<file path="config.mk">
export PLATFORM = sky130hd
export DESIGN_NAME = aes_key_sched_ctrl
export DESIGN_NICKNAME = d
export VERILOG_FILES = /design/src/rtl/aes_ctrl_pkg.sv /design/src/rtl/aes_rk_cache.sv /design/src/rtl/aes_key_sched_ctrl.sv
export SDC_FILE = /design/constraint.sdc
export NUM_CORES = 1
export LEC_CHECK = 0
export CORE_AREA = 2 2 209 211
export DETAILED_ROUTE_END_ITERATION = 6
export DIE_AREA = 0 0 211 213
export GPL_ROUTABILITY_DRIVEN = 0
export PLACE_DENSITY = 0.52
export SLEW_MARGIN = 20
export SYNTH_ARGS = -nofsm -noshare
export SYNTH_HDL_FRONTEND = slang
export SYNTH_SLANG_ARGS = --single-unit
export TNS_END_PERCENT = 10
</file>
<file path="constraint.sdc">
create_clock -name clk -period 2 [get_ports clk]
set_clock_uncertainty 0.15 [all_clocks]
set_input_delay 0.3 -clock clk [delete_from_list [all_inputs] [get_ports clk]]
set_output_delay 0.3 -clock clk [all_outputs]
set_load 0.005 [all_outputs]
</file>
<file path="src/rtl/aes_ctrl_pkg.sv">
// Shared types and constants for the AES-128 key-schedule controller.
package aes_ctrl_pkg;

    localparam int AES_NR    = 10;
    localparam int AES_KEY_W = 128;

    typedef logic [3:0] round_idx_t;

    typedef enum logic [1:0] {
        IDLE,
        FIRST,
        ROUND,
        REPLAY
    } ctrl_state_t;

endpackage

</file>
<file path="src/rtl/aes_rk_cache.sv">
// Round-key store for schedule replay; used only when AES_KEY_CACHE_EN is defined.
module aes_rk_cache
    import aes_ctrl_pkg::*;
#(
    parameter int DEPTH = AES_NR + 1,
    parameter int KEY_W = AES_KEY_W
) (
    input  logic             clk,
    input  logic             reset,
    input  logic             we,
    input  round_idx_t       wr_idx,
    input  logic [KEY_W-1:0] wr_data,
    input  round_idx_t       rd_idx,
    output logic [KEY_W-1:0] rd_data,
    input  logic             set_valid,
    input  logic             clr_valid,
    output logic             valid
);

    logic [KEY_W-1:0] mem [DEPTH];

    // NOTE: the key store is not reset; valid gates its use, so only the flag needs a reset.
    always_ff @(posedge clk) begin
        if (we) begin
            mem[wr_idx] <= wr_data;
        end
    end

    assign rd_data = mem[rd_idx];

    // NOTE: sequential state uses non-blocking assignments so every register samples pre-edge values.
    always_ff @(posedge clk) begin
        if (reset) begin
            valid <= 1'b0;
        end else if (clr_valid) begin
            valid <= 1'b0;
        end else if (set_valid) begin
            valid <= 1'b1;
        end
    end

endmodule

</file>
<file path="src/rtl/aes_key_sched_ctrl.sv">
// AES-128 key-expansion sequencer: key load handshake, round keys 0..10 out with backpressure.
// Define AES_KEY_CACHE_EN to record each schedule and replay it in reverse order.
module aes_key_sched_ctrl
    import aes_ctrl_pkg::*;
#(
    parameter int NUM_ROUNDS = AES_NR,
    parameter int KEY_W      = AES_KEY_W
) (
    input  logic             clk,
    input  logic             reset,
    input  logic             key_valid,
    output logic             key_ready,
    input  logic [KEY_W-1:0] cipher_key,
    input  logic             abort,
    output logic             rk_valid,
    input  logic             rk_ready,
    output logic [3:0]       rk_idx,
    output logic [KEY_W-1:0] rk_data,
    output logic             sched_done,
    output logic [KEY_W-1:0] ke_cipher_key,
    output logic             ke_cipher_new_en,
    output logic             ke_round_key_en,
    output logic [3:0]       ke_round_num,
    output logic             ke_en,
    input  logic [KEY_W-1:0] ke_round_key,
    input  logic             replay_req,
    output logic             cache_valid
);

    localparam round_idx_t LAST_IDX = round_idx_t'(NUM_ROUNDS);

    ctrl_state_t      state, state_next;
    round_idx_t       idx, idx_next;
    logic [KEY_W-1:0] key_reg;
    logic             transfer, key_load, last_fwd, last_rev, replay_start;

    assign transfer = rk_valid & rk_ready & ~abort;
    assign key_load = key_ready & key_valid;
    assign last_fwd = (state == ROUND) && transfer && (idx == LAST_IDX);

`ifdef AES_KEY_CACHE_EN
    logic [KEY_W-1:0] cache_rd_data;

    assign last_rev     = (state == REPLAY) && transfer && (idx == '0);
    assign replay_start = (state == IDLE) && replay_req && cache_valid && !key_valid && !abort;

    // Every forward key handed over is recorded at its own index.
    aes_rk_cache #(
        .DEPTH(NUM_ROUNDS + 1),
        .KEY_W(KEY_W)
    ) u_cache (
        .clk      (clk),
        .reset    (reset),
        .we       (transfer && (state == FIRST || state == ROUND)),
        .wr_idx   (rk_idx),
        .wr_data  (rk_data),
        .rd_idx   (idx),
        .rd_data  (cache_rd_data),
        .set_valid(last_fwd),
        .clr_valid(abort | key_load),
        .valid    (cache_valid)
    );
`else
    logic unused_replay;

    assign unused_replay = replay_req;
    assign last_rev      = 1'b0;
    assign replay_start  = 1'b0;
    assign cache_valid   = 1'b0;
`endif

    always_ff @(posedge clk) begin
        if (reset) begin
            state <= IDLE;
        end else begin
            state <= state_next;
        end
    end

    always_comb begin
        // NOTE: defaults first keep every path assigned, so no latch is inferred.
        state_next = state;
        case (state)
            IDLE: begin
                if (key_load)          state_next = FIRST;
                else if (replay_start) state_next = REPLAY;
            end
            FIRST:   if (transfer) state_next = ROUND;
            ROUND:   if (last_fwd) state_next = IDLE;
            REPLAY:  if (last_rev) state_next = IDLE;
            default: state_next = IDLE;
        endcase
        if (abort) state_next = IDLE;
    end

    always_comb begin
        idx_next = idx;
        if (abort) begin
            idx_next = '0;
        end else begin
            case (state)
                IDLE:    idx_next = replay_start ? LAST_IDX : '0;
                FIRST:   if (transfer) idx_next = round_idx_t'(1);
                ROUND:   if (transfer) idx_next = last_fwd ? '0 : round_idx_t'(idx + 4'd1);
                REPLAY:  if (transfer && idx != '0) idx_next = round_idx_t'(idx - 4'd1);
                default: idx_next = '0;
            endcase
        end
    end

    always_ff @(posedge clk) begin
        if (reset) begin
            key_reg    <= '0;
            idx        <= '0;
            sched_done <= 1'b0;
        end else begin
            if (key_load) key_reg <= cipher_key;
            idx        <= idx_next;
            sched_done <= last_fwd | last_rev;
        end
    end

    assign ke_cipher_key = key_reg;

    // Strobes use rk_ready & ~abort directly; the state already implies rk_valid.
    always_comb begin
        key_ready        = 1'b0;
        rk_valid         = 1'b0;
        rk_idx           = '0;
        rk_data          = '0;
        ke_cipher_new_en = 1'b0;
        ke_round_key_en  = 1'b0;
        ke_round_num     = '0;
        ke_en            = 1'b0;
        case (state)
            IDLE: key_ready = ~abort;
            FIRST: begin
                rk_valid         = 1'b1;
                rk_data          = key_reg;
                ke_en            = 1'b1;
                ke_cipher_new_en = rk_ready & ~abort;
            end
            ROUND: begin
                rk_valid        = 1'b1;
                rk_idx          = idx;
                rk_data         = ke_round_key;
                ke_en           = 1'b1;
                ke_round_num    = idx;
                ke_round_key_en = rk_ready & ~abort & (idx < LAST_IDX);
            end
`ifdef AES_KEY_CACHE_EN
            REPLAY: begin
                rk_valid = 1'b1;
                rk_idx   = idx;
                rk_data  = cache_rd_data;
                ke_en    = 1'b1;
            end
`endif
            default: ;
        endcase
    end

endmodule

</file>
==> reports/qor.csv, run 1 <==
metric;value;unit
core area;42700;µm²
Hold Path Origin;reset;
crit path launch type;register;
# port buffers;530;
RSZ-0062 raised after global routing;yes;
die width;211;µm
syn_nets;1202;
CP Max Fanout;6;
unique cell type count in the Yosys netlist;39;
outcome;finished, violations left;
Max Clock Freq;403;MHz
Max-Cap Viols;0;
# diodes;0;
final WL;42800;µm
Synth area leaders;dfxtp_1 38%, nand2_1 14%, a22oi_1 14%, nor2b_1 11%, a21oi_1 9.3%;
CTS H-tree depth;4;
Layout area overhead;116;%
R2R setup slack;-0.30;ns
yosys warns;0;
Top-Level Pins;533;
Setup TNS;-40.20;ns
initial antenna violation count;0;
commonest non-fill, non-tap cell in the layout;clkdlybuf4s50_1;
Cells after Synth;932;
commonest non-fill, non-tap cells in the layout;387 x clkdlybuf4s50_1, 257 x nand2_1, 131 x a21oi_1, 130 x dfxtp_1, 118 x a22oi_2;
crit end category;primary output;
Remaining DRCs;0;
Leak;5.39;nW
minimum clock period;2.48;ns
largest net degree at the start of global routing;62;
Cells after DPL;1978;
Row Count;76;
worst-skew pair later-pin latency;0.43;ns
clk root buf;clkbuf_16;
worst reg2reg path startpoint;state[0]$_SDFFE_PP0P_;
WP data required;1.55;ns
mapped cell area;7040;µm²
Total GRT Usage;0.183;
total grt overflow;0;
Die ar.;44900;µm²
final worst-path cycle share;1.24;
HPWL after DPL;27700;µm
syn_area_per_cell;7.56;µm²
Hold Violations, Final;0;
Final Setup Violations;146;
#FFs+latches synth;135;
post-route insts no fill;2074;
CTS tree;done;
CTS buffer count;17;
layout cells sized above 1;0.299;
starting density of the core;0.165;
vias in the first global route;9533;
Slew Viols, Final;0;
Routed Antenna Nets;0;
failing checks;negative setup slack;
Final Power;7.75;mW
clock tree buffer depth;2;
Worst EP arrival;2.03;ns
Die H;213;µm
Setup CP Type;register to primary output;
sequential share of the synthesized area;0.384;
top cell type's share of synthesized area;0.384;
PD cells;508;nW/µm²
cell taking the most area after synthesis;dfxtp_1;
via density per instance;4.40;
hold crit path type;input port to register;
CTS Sinks;135;
Clock transition at path regs;0.06;ns
worst vdd ir;0.428;mV
first-pass GRT wire length;60900;µm
via count;9128;
worst setup path start;state[1]$_SDFFE_PP0P_;
starting DRC count in detailed routing;419;
final setup margin;-0.481;ns
Nets;1787;
Avg WL per Cell;20.6;µm
router iterations before antenna repair;4;
-- path summary, 6_finish.rpt --
kind                                         end  cells past startpoint
setup / recovery                     rk_data[95]                      8
hold / removal             state[1]$_SDFFE_PP0P_                      3
setup reg to reg             idx[1]$_SDFFE_PP0P_                      8
hold reg to reg   ke_cipher_key[50]$_SDFFE_PP0P_                      2
-- Yosys cell counts --
master,n
and4b_1,1
and2_1,5
a221oi_1,2
a211oi_1,2
conb_1,1
a22oi_1,128
a21o_1,1
mux2i_1,3
clkbuf_2,2
dfxtp_1,135
a211oi_2,1
xnor2_1,1
inv_1,6
nand3b_1,1
xor2_1,3
a21oi_1,131
nand2_1,258
nor2b_1,128
nor3b_1,1
nand2b_1,1
nor3_1,5
o21a_1,1
nand4b_1,1
a222oi_1,2
ha_1,8
or2_2,1
or2_1,1
clkbuf_1,42
buf_2,25
a32o_1,1
and2b_1,1
o21ai_0,2
buf_4,8
nor2_1,1
buf_1,5
o211ai_1,1
o41ai_1,1
nand3_1,2
buf_6,13
-- flip-flops by register name, indices dropped and copies added, names as in the netlist --
signal,flops
sched_done,1
state,2
ke_cipher_key,128
idx,4
-- worst max-delay path, stage by stage, from the launching register on --
cell	delay, ns
dfxtp_4	0.36
buf_6	0.11
ha_4	0.18
buf_12	0.15
buf_12	0.13
buf_16	0.14
a22oi_2	0.30
nor2b_1	0.08
buf_2	0.14
-- metrics by stage --
| step | hold WS, ns | worst slack, ns | util | instance area, µm² |
|---|---|---|---|---|
| after global routing | 0.103 | -0.560 | 0.357 | 15200 |
| final | 0.113 | -0.481 | 0.357 | 15200 |
| after CTS | 0.0623 | -0.590 | 0.357 | 15200 |
| after global placement | 0.310 | -0.520 | 0.311 | 13300 |
| after detailed placement | 0.314 | -0.523 | 0.311 | 13300 |
| after floorplan | 0.286 | 0.0714 | - | 7040 |
-- cells by family after synthesis --
group / after synthesis / synth area share
AND/OR/NAND/NOR: 407 / 0.270
multiplexers: 3 / 0.00426
AO/OA/AOI/OAI: 273 / 0.246
XOR/XNOR: 4 / 0.00497
flip-flops: 135 / 0.384
adder cells (fa/ha/maj): 8 / 0.0142
buffers and inverters: 101 / 0.0767
other: 1 / 0.000532
-- repair_timing --
item | in CTS | in global routing
setup buffers | 40 | 6
gates resized for setup | 632 | 155
hold buffers | 0 | 0
endpoints found under the setup margin | 149 | 147
pin swaps | 39 | 38
cloned | 20 | 3
-- routing by layer --
| metal | routed length, µm | track usage | vias up |
|---|---|---|---|
| met5 | 0 | 0 | - |
| li1 | - | - | 4348 |
| met4 | 879 | 0.0624 | 0 |
| met3 | 3380 | 0.0544 | 47 |
| met2 | 22200 | 0.333 | 410 |
| met1 | 16300 | 0.203 | 4323 |
-- report_power, final --
part           switching (mW)  total (mW)  internal [mW]
sequential              0.141        2.96           2.82
clock                    1.28        3.00           1.72
combinational           0.688        1.80           1.11
total                    2.11        7.75           5.64
-- layout make-up --
cell class | count | area, µm²
fill | 4474 | 27500
tap | 546 | 683
clock buffer | 21 | 450
inverter | 6 | 30.0
timing repair buffer | 661 | 6740
clock inverter | 9 | 80.1
multi-input combinational | 696 | 4550
sequential | 135 | 2720
(Power assumes the default switching activity.)
==> run 2: changes to the inputs <==
Settings changed: PLACE_DENSITY 0.52 to unset, PLACE_DENSITY_LB_ADDON set to 0.05, TNS_END_PERCENT 10 to unset.
==> reports/qor.csv, run 2 (synthesis results as in run 1) <==
metric;value;unit
outcome;finished, violations left;
failing checks;negative setup slack;
first-pass GRT wire length;63000;µm
worst flop-to-flop path endpoint;idx[2]$_SDFFE_PP0P_;
Top-Level Pins;533;
initial antenna violation count;8;
Worst EP arrival;1.91;ns
Hold Violations, Final;0;
Final Setup Violations;146;
starting density of the core;0.165;
final instance area;16200;µm²
worst vdd ir;0.410;mV
Max-Cap Viols;0;
minimum clock period;2.36;ns
total grt overflow;0;
CP peak stage delay;0.34;ns
Layout area overhead;130;%
Row Count;76;
P_sw;2.17;mW
Avg WL per Cell;21.1;µm
PD cells;513;nW/µm²
worst-skew pair later-pin latency;0.44;ns
vias in the first global route;9273;
hold depth;3;
WP data required;1.55;ns
Max Clock Freq;425;MHz
Clock transition at path regs;0.06;ns
Remaining DRCs;0;
largest net degree at the start of global routing;70;
RSZ-0062 raised after global routing;yes;
max FFs per register;128;
crit end category;primary output;
commonest non-fill, non-tap cell in the layout;clkdlybuf4s50_1;
final setup margin;-0.355;ns
starting DRC count in detailed routing;397;
via count;9198;
layout cells sized above 1;0.342;
Nets;1838;
HPWL after DPL;30100;µm
commonest non-fill, non-tap cells in the layout;385 x clkdlybuf4s50_1, 257 x nand2_1, 130 x a21oi_1, 129 x dfxtp_1, 128 x a22oi_2;
Cells after DPL;1984;
Leak;5.87;nW
final WL;44900;µm
hold crit path type;input port to register;
reg2reg path depth;10;
die width;211;µm
Die H;213;µm
Hold Path Origin;reset;
R2R setup slack;-0.27;ns
Setup TNS;-39.27;ns
Total GRT Usage;0.191;
P_int;6.17;mW
sequential share of power;0.356;
Setup CP Type;register to primary output;
# port buffers;530;
clk root buf;clkbuf_16;
core area;42700;µm²
CTS H-tree depth;4;
crit path launch type;register;
router iterations before antenna repair;4;
Die ar.;44900;µm²
fill cell count;4427;
worst reg2reg path startpoint;state[0]$_SDFFE_PP0P_;
cell breakdown of the critical path;buf_6, ha_4, buf_12, buf_6, buf_6, a22oi_2, nor2b_4, buf_6;
post-route insts no fill;2131;
via density per instance;4.32;
hold worst-path end;idx[0]$_SDFFE_PP0P_;
Comb pwr share;0.229;
Routed Antenna Nets;0;
CTS tree;done;
Slowest cell on crit path;dfxtp_2;
CTS Sinks;135;
most common cell type on the critical path;buf_6;
clock tree buffer depth;2;
Slew Viols, Final;0;
final worst-path cycle share;1.18;
CP Max Fanout;6;
Net Sw Frac;0.260;
CTS buffer count;17;
Area after DPL;13400;µm²
clock share of power;0.415;
-- run 2: cell count changes in the layout (fill, tap and decap cells not counted), moves of 10 or more --
cell | before | now
a22oi_1 | 10 | 0
a22oi_2 | 118 | 128
buf_12 | 33 | 43
buf_6 | 33 | 62
buf_8 | 9 | 19
nor2b_4 | 7 | 19
-- run 2: how the worst max path moves through the flow --
stage | from | to | slack, ns
floorplan | state[1]$_SDFFE_PP0P_ | rk_data[0] | 0.07
global placement | state[0]$_SDFFE_PP0P_ | rk_data[96] | -0.36
detailed placement | state[1]$_SDFFE_PP0P_ | rk_data[28] | -0.37
CTS | state[1]$_SDFFE_PP0P_ | rk_data[31] | -0.50
global route | state[0]$_SDFFE_PP0P_ | rk_data[117] | -0.45
finish | state[0]$_SDFFE_PP0P_ | rk_data[92] | -0.36
-- run 2: metrics by stage --
step / utilization / power, mW / setup slack, ns / hold slack [ns]
global route: 0.380 / 8.73 / -0.452 / 0.164
global placement: 0.314 / 4.51 / -0.365 / 0.313
CTS: 0.372 / 8.42 / -0.503 / 0.107
floorplan: - / 3.41 / 0.0714 / 0.286
detailed placement: 0.314 / 4.52 / -0.367 / 0.315
finish: 0.380 / 8.34 / -0.355 / 0.154
-- run 2: final cells by class --
type                    instances  area (µm²)  share of cell area
multi-input cells             696        4720               0.291
clock inverters                13         178              0.0109
inverters                       6        27.5             0.00170
well taps                     546         683              0.0421
repair buffers                712        7450               0.459
clock buffers                  19         453              0.0279
diodes                          4        10.0            0.000617
flip-flops and latches        135        2710               0.167
-- run 2: metal layers --
layer	track usage	vias up	routed length [µm]	part of all wire
met3	0.0591	47	3350	0.075
li1	-	4467	-	-
met5	0	-	57	0.0013
met2	0.319	344	21800	0.49
met1	0.236	4332	18900	0.42
met4	0.0580	8	729	0.016
-- run 2: power by group through the flow --
stage	clock (mW)	sequential (mW)	combinational (mW)
floorplan	0	2.97	0.442
global placement	0	3.01	1.51
detailed placement	0	3.01	1.51
CTS	3.60	2.97	1.85
global route	3.70	2.99	2.04
finish	3.46	2.97	1.91
-- run 2: critical path: cells and delay by family, from the launching register on --
family          cells  cell delay, ns
buf+inv             5            0.63
simple gates        1            0.06
compound gates      1            0.25
flops               1            0.34
fa+ha+maj           1            0.18
-- run 2: timing repair --
item / in CTS / in global routing
cloned: 22 / 9
gates resized for setup: 756 / 121
setup endpoints to repair: 152 / 149
setup buffers: 79 / 13
hold buffers: 0 / 0
pin swaps: 53 / 54
